## config.mk

```make
export PLATFORM = sky130hd
export DESIGN_NAME = uart_rx
export DESIGN_NICKNAME = d
export VERILOG_FILES = /design/src/rtl/uart_pkg.sv /design/src/rtl/rx_line_cond.sv /design/src/rtl/uart_rx.sv
export SDC_FILE = /design/constraint.sdc
export NUM_CORES = 1
export LEC_CHECK = 0
export BUFFER_PORTS_ARGS = -buffer_cell sky130_fd_sc_hd__buf_2
export CORE_ASPECT_RATIO = 0.9
export CORE_UTILIZATION = 60
export DETAILED_ROUTE_END_ITERATION = 8
export GPL_TIMING_DRIVEN = 0
export PLACE_DENSITY = 0.78
export SLEW_MARGIN = 20
export SYNTH_ARGS = -nofsm -noshare
export SYNTH_HDL_FRONTEND = slang
export SYNTH_SLANG_ARGS = --single-unit
export TNS_END_PERCENT = 1
```

## constraint.sdc

```tcl
create_clock -name clk -period 4.64 [get_ports clk]
set_clock_uncertainty 0.2 [all_clocks]
set_input_delay 0.232 -clock clk [delete_from_list [all_inputs] [get_ports clk]]
set_output_delay 0.232 -clock clk [all_outputs]
set_load 0.05 [all_outputs]
```

## src/rtl/uart_pkg.sv

```systemverilog
// uart_pkg: shared UART types and constants for the receiver and transmitter.
package uart_pkg;
    typedef enum logic [2:0] {IDLE, START, DATA, STOP, BREAK} uart_rx_state_t;
    localparam int UART_DEFAULT_CLKS_PER_BIT = 104;
endpackage

```

## src/rtl/rx_line_cond.sv

```systemverilog
// rx_line_cond: 2-flop synchronizer for the rx pin, plus a 2-of-3 majority glitch filter
// when UART_RX_GLITCH_FILTER_EN is defined.
module rx_line_cond (
    input  logic clk,
    input  logic rst,
    input  logic rx,
    output logic line
);
    logic [1:0] sync_q;
    always_ff @(posedge clk or posedge rst) begin
        if (rst) sync_q <= 2'b11;
        else     sync_q <= {sync_q[0], rx};
    end
`ifdef UART_RX_GLITCH_FILTER_EN
    // The window is the synchronizer output plus two older samples, so it adds one cycle of delay.
    logic [1:0] flt_q;
    logic [2:0] win;
    always_ff @(posedge clk or posedge rst) begin
        if (rst) flt_q <= 2'b11;
        else     flt_q <= {flt_q[0], sync_q[1]};
    end
    assign win  = {flt_q, sync_q[1]};
    assign line = (win[0] & win[1]) | (win[1] & win[2]) | (win[0] & win[2]);
`else
    assign line = sync_q[1];
`endif
endmodule

```

## src/rtl/uart_rx.sv

```systemverilog
// uart_rx: 8N1 UART receiver, LSB first, CLKS_PER_BIT clocks per bit; the optional glitch
// filter is enabled by UART_RX_GLITCH_FILTER_EN.
module uart_rx
    import uart_pkg::*;
#(
    parameter int CLKS_PER_BIT = UART_DEFAULT_CLKS_PER_BIT
) (
    input  logic       clk,
    input  logic       rst,
    input  logic       rx,
    output logic       received,
    output logic [7:0] rx_byte,
    output logic       framing_error,
    output logic       is_receiving
);
    localparam int CW = $clog2(CLKS_PER_BIT);
    localparam logic [CW-1:0] HALF = CW'(CLKS_PER_BIT / 2 - 1);
    localparam logic [CW-1:0] FULL = CW'(CLKS_PER_BIT - 1);

    logic           line;
    uart_rx_state_t state_q;
    logic [CW-1:0]  cnt_q;
    logic [2:0]     idx_q;
    logic [7:0]     sh_q;
    logic [7:0]     rx_byte_q;
    logic           received_q;
    logic           framing_error_q;
    logic           is_receiving_q;

    rx_line_cond u_cond (.clk(clk), .rst(rst), .rx(rx), .line(line));

    always_ff @(posedge clk or posedge rst) begin
        if (rst) begin
            state_q         <= IDLE;
            cnt_q           <= '0;
            idx_q           <= '0;
            sh_q            <= '0;
            rx_byte_q       <= '0;
            received_q      <= 1'b0;
            framing_error_q <= 1'b0;
            is_receiving_q  <= 1'b0;
        end else begin
            received_q      <= 1'b0;
            framing_error_q <= 1'b0;
            case (state_q)
                IDLE: if (!line) begin
                    state_q        <= START;
                    cnt_q          <= HALF;
                    is_receiving_q <= 1'b1;
                end
                START: if (cnt_q != '0) cnt_q <= cnt_q - 1'b1;
                else if (line) begin
                    state_q        <= IDLE;
                    is_receiving_q <= 1'b0;
                end else begin
                    state_q <= DATA;
                    cnt_q   <= FULL;
                    idx_q   <= '0;
                end
                DATA: if (cnt_q != '0) cnt_q <= cnt_q - 1'b1;
                else begin
                    sh_q  <= {line, sh_q[7:1]};
                    cnt_q <= FULL;
                    idx_q <= idx_q + 3'd1;
                    if (idx_q == 3'd7) state_q <= STOP;
                end
                STOP: if (cnt_q != '0) cnt_q <= cnt_q - 1'b1;
                else if (line) begin
                    rx_byte_q      <= sh_q;
                    received_q     <= 1'b1;
                    state_q        <= IDLE;
                    is_receiving_q <= 1'b0;
                end else begin
                    framing_error_q <= 1'b1;
                    state_q         <= BREAK;
                end
                // A line stuck low after a bad stop bit must not look like a new start.
                BREAK: if (line) begin
                    state_q        <= IDLE;
                    is_receiving_q <= 1'b0;
                end
                default: begin
                    state_q        <= IDLE;
                    is_receiving_q <= 1'b0;
                end
            endcase
        end
    end

    assign received      = received_q;
    assign rx_byte       = rx_byte_q;
    assign framing_error = framing_error_q;
    assign is_receiving  = is_receiving_q;
endmodule

```

Word level (Yosys, flattened, before mapping)
Index checks and enable logic that the tools add are counted.
{"block": "classes", "n_eq_ne": 15, "reduce_logical": 11, "n_addsub": 2, "n_bitwise": 2, "mux": 29}
{"op": "two-way mux 7 bit", "n": 5}
{"op": "two-way mux 3 bit", "n": 10}
{"op": "one-hot mux 7 bit (4 select lines)", "n": 1}
{"op": "!= test 2 bit, second input constant", "n": 8}
{"op": "one-hot mux 3 bit (5 select lines)", "n": 1}
{"op": "two-way mux 1 bit", "n": 9}
{"op": "AND reduction 4 bit", "n": 2}
{"op": "nonzero test 7 bit", "n": 1}
{"op": "subtractor 7 x 1 -> 7 bit, second input constant", "n": 1}
{"op": "== test 3 x 2 -> 1 bit, second input constant", "n": 2}
{"op": "== test 3 bit, second input constant", "n": 2}
{"op": "one-hot mux 3 bit (2 select lines)", "n": 1}
{"op": "AND reduction 3 bit", "n": 2}
{"op": "AND reduction 6 bit", "n": 1}
{"op": "one-hot mux 1 bit (4 select lines)", "n": 1}
{"op": "nonzero test 4 bit", "n": 1}
{"op": "adder 3 x 1 -> 3 bit, second input constant", "n": 1}
{"op": "== test 3 x 1 -> 1 bit, second input constant", "n": 1}
{"op": "logical NOT 3 bit", "n": 1}
{"op": "!= test 3 bit, second input constant", "n": 1}
{"op": "two-way mux 2 bit", "n": 1}
{"op": "!= test 2 x 1 -> 1 bit, second input constant", "n": 1}
{"op": "inverter 1 bit", "n": 2}
{"op": "AND reduction 2 bit", "n": 1}
{"op": "2 further kinds", "n": 2}
{"block": "word_totals", "reg_bits": 34}

Depth between registers and ports, before layout
Gate-level depths: netlist of the first run.
{"block": "logic_depth", "word_depth": 4, "depth_mapped": 7}

Hierarchy
Synthesis of the first run repeated with hierarchy kept, for this count alone.
{"block": "unflattened", "cells_unflattened": 144, "hier_area_um2": 1647.8}
{"module": "uart_rx", "area_each_um2": 1591.5, "cells_per_inst": 141, "n_inst": 1}
{"module": "rx_line_cond", "area_each_um2": 56.3, "cells_per_inst": 3, "n_inst": 1}

Worst setup path after synthesis of the first run
Ideal clock, no wire load.
{"block": "synth_path", "path_kind": "register -> register", "from": "reg cnt_q[0]", "to": "reg rx_byte_q[0] (netlist: rx_byte[0])", "setup_ps": 125, "t_arrival_ps": 1883, "synth_period_minus_slack_ps": 2207, "stages_incl_launch_ff": 8, "slack_ps": 2433, "path_cell_list": "dfrtp_1 inv_1 ha_1 or4b_4 nor3_4 and3_1 buf_4 mux2_2"}
{"block": "synth_via", "elab_chain_len": 3}
{"item": "start: declaration", "line_no": "uart_rx.sv:22", "rtl": "logic [CW-1:0] cnt_q;"}
{"item": "start signal: assignment", "line_no": "uart_rx.sv:51", "rtl": "START: if (cnt_q != '0) cnt_q <= cnt_q - 1'b1;"}
{"item": "start signal: assignment", "line_no": "uart_rx.sv:60", "rtl": "DATA: if (cnt_q != '0) cnt_q <= cnt_q - 1'b1;"}
{"item": "start signal: assignment", "line_no": "uart_rx.sv:67", "rtl": "STOP: if (cnt_q != '0) cnt_q <= cnt_q - 1'b1;"}
{"item": "nonzero test 7 bit", "line_no": "uart_rx.sv:67"}
{"item": "inverter 1 bit (no line)"}
{"item": "AND reduction 3 bit (no line)"}
{"item": "end signal: assignment", "line_no": "uart_rx.sv:69", "rtl": "rx_byte_q <= sh_q;"}
{"item": "end: declaration", "line_no": "uart_rx.sv:25", "rtl": "logic [7:0] rx_byte_q;"}
No other way between the ends.
A chain may end at the register's enable or synchronous reset.

Final worst setup path of the first run
{"block": "layout_path", "from": "reg cnt_q[0]", "to": "reg sh_q[2]"}
{"block": "layout_via", "elab_chain_len": 3}
{"item": "nonzero test 7 bit", "line_no": "uart_rx.sv:60"}
{"item": "inverter 1 bit (no line)"}
{"item": "AND reduction 2 bit (no line)"}
{"item": "end signal: assignment", "line_no": "uart_rx.sv:62", "rtl": "sh_q <= {line, sh_q[7:1]};"}
{"item": "end: declaration", "line_no": "uart_rx.sv:24", "rtl": "logic [7:0] sh_q;"}
No other way between the ends.

==> results of run 1 <==
[layer usage]
metal,vias up,track usage
li1,534,-
met1,559,0.324
met2,28,0.363
met3,8,0.0734
met4,0,0.134
met5,-,0
[flip-flops by register name (all words and copies together) (netlist names)]
register,flops
rx_byte,8
sh_q,8
cnt_q,7
idx_q,3
state_q,3
u_cond.sync_q,2
framing_error,1
is_receiving,1
received,1
[critical path: cells and delay by family, from the launching register on]
| family | cells | cell delay, ns |
|---|---|---|
| AND/OR/NAND/NOR | 3 | 0.93 |
| flip-flops | 1 | 0.41 |
| multiplexers | 1 | 0.34 |
| buffers and inverters | 2 | 0.24 |
| adder cells (fa/ha/maj) | 1 | 0.17 |
[worst max-delay path by stage]
stage | endpoint | slack [ns] | startpoint | depth (start not counted)
after floorplan | rx_byte[0]$_DFFE_PP0P_ | 2.43 | cnt_q[0]$_DFFE_PP0P_ | 7
after global placement | sh_q[4]$_DFFE_PP0P_ | 2.29 | cnt_q[0]$_DFFE_PP0P_ | 7
after detailed placement | rx_byte[2]$_DFFE_PP0P_ | 2.25 | cnt_q[0]$_DFFE_PP0P_ | 7
after CTS | rx_byte[2]$_DFFE_PP0P_ | 2.23 | cnt_q[0]$_DFFE_PP0P_ | 7
after global routing | rx_byte[0]$_DFFE_PP0P_ | 2.13 | cnt_q[0]$_DFFE_PP0P_ | 7
final | sh_q[2]$_DFFE_PP0P_ | 2.23 | cnt_q[0]$_DFFE_PP0P_ | 7
[layout make-up]
class	instances	area, um^2
repair buffers	15	85.1
inverters	8	30.0
plain buffers	6	33.8
fillers	185	688
clock inverters	1	30.0
multi-input cells	84	678
well taps	28	35.0
clock buffers	7	55.1
flip-flops and latches	34	853
[metrics by stage]
stage	hold WS, ns	cells	instance area, um^2	util
after CTS	0.166	183	1800	0.723
after floorplan	0.0365	132	1600	-
after global placement	0.137	173	1700	0.681
after global routing	0.175	183	1800	0.723
after detailed placement	0.138	173	1700	0.681
final	0.166	183	1800	0.723
[cells by family after synthesis]
family / after synthesis / synth area share
AOI/OAI and AO/OA: 32 / 0.144
DFF: 34 / 0.535
buffers and inverters: 14 / 0.0400
and+or+nand+nor: 29 / 0.118
muxes: 18 / 0.126
adders and majority gates: 5 / 0.0376
[what timing repair did]
| item | in CTS | in global routing |
|---|---|---|
| endpoints found under the hold margin | 33 | 0 |
| hold buffers | 2 | 0 |
| setup endpoints to repair | 0 | 0 |
[report_power, final]
group	internal, uW	leakage, uW	switching, uW
Clock	129	0.0000455	97.1
Sequential	298	0.000448	1.16
Combinational	2.23	0.000406	6.76
[cells in the final DEF, fill, tap and decap left out, types with 2 or more instances in the layout]
master         synthesis  final
a211oi_1               2      2
a21oi_1                5      5
a221oi_1               3      3
a22oi_1                2      2
a31oi_1                2      2
and2_1                 2      2
and3_1                 2      2
buf_2                  0     13
clkbuf_1               4      5
clkbuf_4               0      5
dfrtp_1               32     32
dfstp_2                2      2
dlygate4sd3_1          0      2
ha_1                   4      4
inv_1                  8      7
mux2_2                17     17
nand2_1                3      3
nor2_1                 7      7
o21ai_0                3      3
o22a_1                 3      3
o31ai_1                4      4
or2_2                  2      2
or3_1                  2      2
==> results by group, run 1 <==
Outcome
  • Outcome: completed

Global route
  • Gr ovfl total: 0
  • First-pass GRT wire length: roughly 5100 um
  • Vias in the first global route: 1110
  • Gr usage total: 0.244
  • Initial antenna violation count: 0
  • Largest net degree at the start of global routing: 35

STA
  • Crit share post-route: 0.520
  • Max Clock Freq: roughly 0.41 GHz
  • Worst slew pin tran: between 0.7 and 0.8 ns
  • Max transition margin: 0.526
  • Final WS setup: 2.23 ns
  • Setup tns final: 0 ns
  • Tmin final: around 2.4 ns
  • Final Hold Fails: 0
  • Final Setup Violations: 0
  • RSZ-0062 raised after global routing: false
  • Slew Limit Fails: 0

Route
  • DRT antenna net count: 0
  • Iter 0 DRT Violations: between 40 and 50
  • Detailed-route via count: 1129
  • Routed length on met1: roughly 1400 um
  • DR DRC count: 0
  • Number of vias per cell: ~6
  • Routed WL: between 2000 and 3000 um
  • WL met3: 135 um
  • Routed wire per std cell: about 16 um
  • Routed wl met2: 1370 um
  • Highest metal used: met4
  • Pre-Repair DR Iteration Count: 4

Clock tree
  • H-tree depth: 2
  • CTS clk-pin slew, worst paths: ~0.1 ns
  • CTS tree: done
  • PostCTS Resize Cnt: 0
  • Inserted Clock Buffers: 5
  • Num Clock Sinks: 34
  • Post-CTS Setup Bufs: 0
  • Skew-Pair Late Insertion Delay: 0.34 ns
  • CTS Root Cell: clkbuf_4
  • CTS Buffer Depth: 2

Layout
  • ANT cells: 0
  • # nets final: 161
  • Area added between synthesis and finish: 12.9%
  • Ratio of cells with drive above 1 in the final layout: 0.316

Worst setup path
  • Setup crit end kind: register
  • R2R Setup Slk: ~2.2 ns
  • Worst r2r dst: sh_q[2]$_DFFE_PP0P_
  • CP max-delay cell: or4b_4
  • Crit-path max cell delay: between 0.5 and 0.6 ns
  • CP arrival: ~2.4 ns
  • CP Data Required Time: 4.67 ns
  • Critical path startpoint category: register
  • Crit path kind: register to register
  • Largest fanout on the critical path: 10
  • Crit-path cells: inv_1, ha_1, or4b_4, nor3_4, and2_1, buf_6, mux2_2
  • Reg2reg start: cnt_q[0]$_DFFE_PP0P_
  • Reg2Reg Depth: 7

Worst hold path
  • Class of the worst hold path: register to register
  • Hold depth: 0
  • Hold_sp: u_cond.sync_q[0]$_DFF_PP1_
  • Worst Hold End: u_cond.sync_q[1]$_DFF_PP1_

Synthesis
  • Synth top area share: 0.502
  • Synthesized instance count: approximately 130
  • Number of enable flip-flop cells after synthesis: 0
  • Post-synthesis sequential area ratio: 0.535
  • Ys async rst share: 1.00
  • Unique masters post-synth: 43
  • #FFs+latches synth: 34
  • Post-synthesis average cell area: between 10 and 15 um^2
  • Top cells by count, synth: dfrtp_1 (32), mux2_2 (17), inv_1 (8), nor2_1 (7), a21oi_1 (5)
  • Count leader, synth: dfrtp_1
  • Mapped Area: 1600 um^2
  • Largest area contributor in the netlist: dfrtp_1
  • Synth Flop Type: dfrtp_1
  • Synth Warn #: 0
  • Largest cells by area after synthesis: dfrtp_1 (50%), mux2_2 (12%), dfstp_2 (3.3%)
  • Syn nets: roughly 140

Floorplan
  • Initial Util: 0.641
  • Site Rows: 17
  • Top Ports: 14
  • Die ar.: around 2900 um^2
  • Core ar.: about 2500 um^2
  • Die height: between 50 and 60 um
  • Die width: 56.4 um

Job
  • Max-cap violations: 0

Pwr
  • Static leakage: 0.000900 uW
  • Worst VDD drop: 0.284 mV
  • Tot Pwr: roughly 530 uW
  • Pwr dens: roughly 300 nW/um^2

Placement
  • Placer Congestion: 0.824
  • Dpl ws: between 2 and 2.5 ns
  • IO buf count: 13
  • HPWL Detailed: ~2100 um
Note: power is estimated with default switching activity, not from simulation.
==> inputs of run 2 (changes only) <==
CORE_UTILIZATION = 52   (was 60)
PLACE_DENSITY = 0.72   (was 0.78)
clock period = 2.17 ns   (was 4.64 ns; I/O delays follow)
==> results by group, run 2 (synthesized netlist as in run 1, its figures left out) <==
Clock tree
  • CTS Buffer Depth: 2
  • H-tree depth: 2
  • CTS clk-pin slew, worst paths: 0.09 ns
  • Skew-Pair Late Insertion Delay: around 0.33 ns
  • CTS Root Cell: clkbuf_4
  • CTS tree: done
  • Num Clock Sinks: 34
  • Inserted Clock Buffers: 5

Layout
  • Leading cell type in the layout, fill and taps excluded: dfrtp_1
  • Final core occ: 0.709
  • Commonest non-fill, non-tap cells in the layout: dfrtp_1 (32), buf_2 (13), buf_4 (13)
  • Design area: between 2000 and 2500 um^2
  • Filler cells: between 200 and 250
  • # nets final: roughly 180
  • Ratio of cells with drive above 1 in the final layout: 0.426
  • Area added between synthesis and finish: 26.2%
  • ANT cells: 0

Worst setup path
  • WP buf/inv: 3
  • Delay-heaviest family, CP: simple AND/OR/NAND/NOR gates
  • CP max-delay cell: or4b_4
  • Largest fanout on the critical path: 9
  • Setup crit end kind: register
  • Crit-path cells: inv_2, ha_4, or4b_4, nor3_4, buf_4, and2_4, buf_8, mux2_2
  • CP arrival: 2.37 ns
  • Crit-path max cell delay: just under 0.5 ns
  • CP Data Required Time: between 2 and 2.5 ns
  • Critical path startpoint category: register
  • Crit path kind: register to register

Pwr
  • Pwr dens: roughly 550 nW/um^2
  • Static leakage: about 0.00099 uW
  • Worst VDD drop: about 0.41 mV

Global route
  • Gr usage total: 0.234
  • Initial antenna violation count: 0
  • Largest net degree at the start of global routing: 35
  • First-pass GRT wire length: between 5000 and 6000 um
  • Gr ovfl total: 0
  • Vias in the first global route: approximately 1100

Floorplan
  • Core ar.: between 2000 and 3000 um^2
  • Die width: between 60 and 70 um
  • Top Ports: 14
  • Die ar.: roughly 3300 um^2
  • Initial Util: 0.562
  • Die height: between 50 and 60 um
  • Site Rows: 18

Outcome
  • Failing checks: setup timing
  • Outcome: finished with violations

Route
  • Routed wire per std cell: approximately 16 um
  • Detailed-route via count: ~1200
  • Routed WL: 3440 um
  • Pre-Repair DR Iteration Count: 4
  • Iter 0 DRT Violations: 62
  • DRT antenna net count: 0
  • Number of vias per cell: 5.89
  • DR DRC count: 0

STA
  • RSZ-0062 raised after global routing: true
  • Tmin final: roughly 2.3 ns
  • Final Setup Violations: 26
  • Max transition margin: 0.549
  • Worst slew pin tran: 0.676 ns
  • Max Clock Freq: ~0.43 GHz
  • Slew Limit Fails: 0
  • Crit share post-route: 1.08
  • Final WS setup: -0.178 ns
  • Final Hold Fails: 0
  • WHS: between 0.15 and 0.2 ns

Worst hold path
  • Class of the worst hold path: register to register

Job
  • Max-cap violations: 0

Placement
  • Dpl ws: -0.215 ns
  • Placed cell area: 1710 um^2
  • Placer Congestion: between 0.8 and 0.9
  • HPWL Detailed: slightly above 2000 um
  • IO buf count: 13
run 2: changes by cell type in the layout (fill, tap and decap cells not counted), moves of 2 or more:
cell and change:
buf_4 +12, inv_2 +2, mux2_2 -10, mux2_4 +10
o31ai_2 +2, inv_1 -2, o31ai_1 -2
run 2: report_power, final:
group / switching [uW] / total [uW] / internal [uW]
Clock: 197 / 441 / 244
Sequential: 2.85 / 639 / 637
Combinational: 15.3 / 20.0 / 4.76
Total: 215 / 1100 / 886
run 2: layer usage:
layer	vias to the layer above	global-route usage	part of all wire
li1	566	-	-
met1	611	0.308	0.45
met2	45	0.361	0.49
met3	10	0.0780	0.045
met4	0	0.0814	0.017
met5	-	0	0
run 2: worst reg2reg max path: stages (launching register included):
cell,delay (ns)
dfrtp_1,0.42
inv_2,0.09
ha_4,0.12
or4b_4,0.49
nor3_4,0.16
buf_4,0.14
and2_4,0.14
buf_8,0.14
mux2_2,0.34
run 2: final cells by class:
type,instances,area (um^2),area share
buffer,5,30.0,0.0149
clock inverter,1,30.0,0.0149
sequential,34,853,0.424
tap,40,50.0,0.0249
clock buffer,7,45.0,0.0224
multi-input combinational,84,761,0.378
timing repair buffer,30,214,0.106
inverter,8,30.0,0.0149
run 2: what timing repair did:
action,CTS,global route
setup endpoints to repair,19,29
gates resized for setup,19,7
hold buffers,2,0
endpoints found under the hold margin,33,0
pin swaps,4,2
setup buffers,13,2
run 2: metrics by stage:
step	cells	total power (uW)	TNS [ns]
after floorplan	132	662	-0.554
after global placement	185	668	-2.70
after detailed placement	185	669	-3.18
after CTS	208	1110	-3.01
after global routing	209	1150	-4.36
final	209	1100	-2.54
run 2: worst paths after layout:
path	start	end	slack, ns	cells after the start
worst max-delay path	cnt_q[0]$_DFFE_PP0P_	sh_q[2]$_DFFE_PP0P_	-0.18	8
worst min-delay path	u_cond.sync_q[0]$_DFF_PP1_	u_cond.sync_q[1]$_DFF_PP1_	0.16	0
worst max register to register	cnt_q[0]$_DFFE_PP0P_	sh_q[2]$_DFFE_PP0P_	-0.18	8
worst min register to register	u_cond.sync_q[0]$_DFF_PP1_	u_cond.sync_q[1]$_DFF_PP1_	0.16	0
max in group asynchronous	rst	is_receiving$_DFFE_PP0P_	1.11	3
min in group asynchronous	rst	idx_q[0]$_DFFE_PP0P_	0.22	3
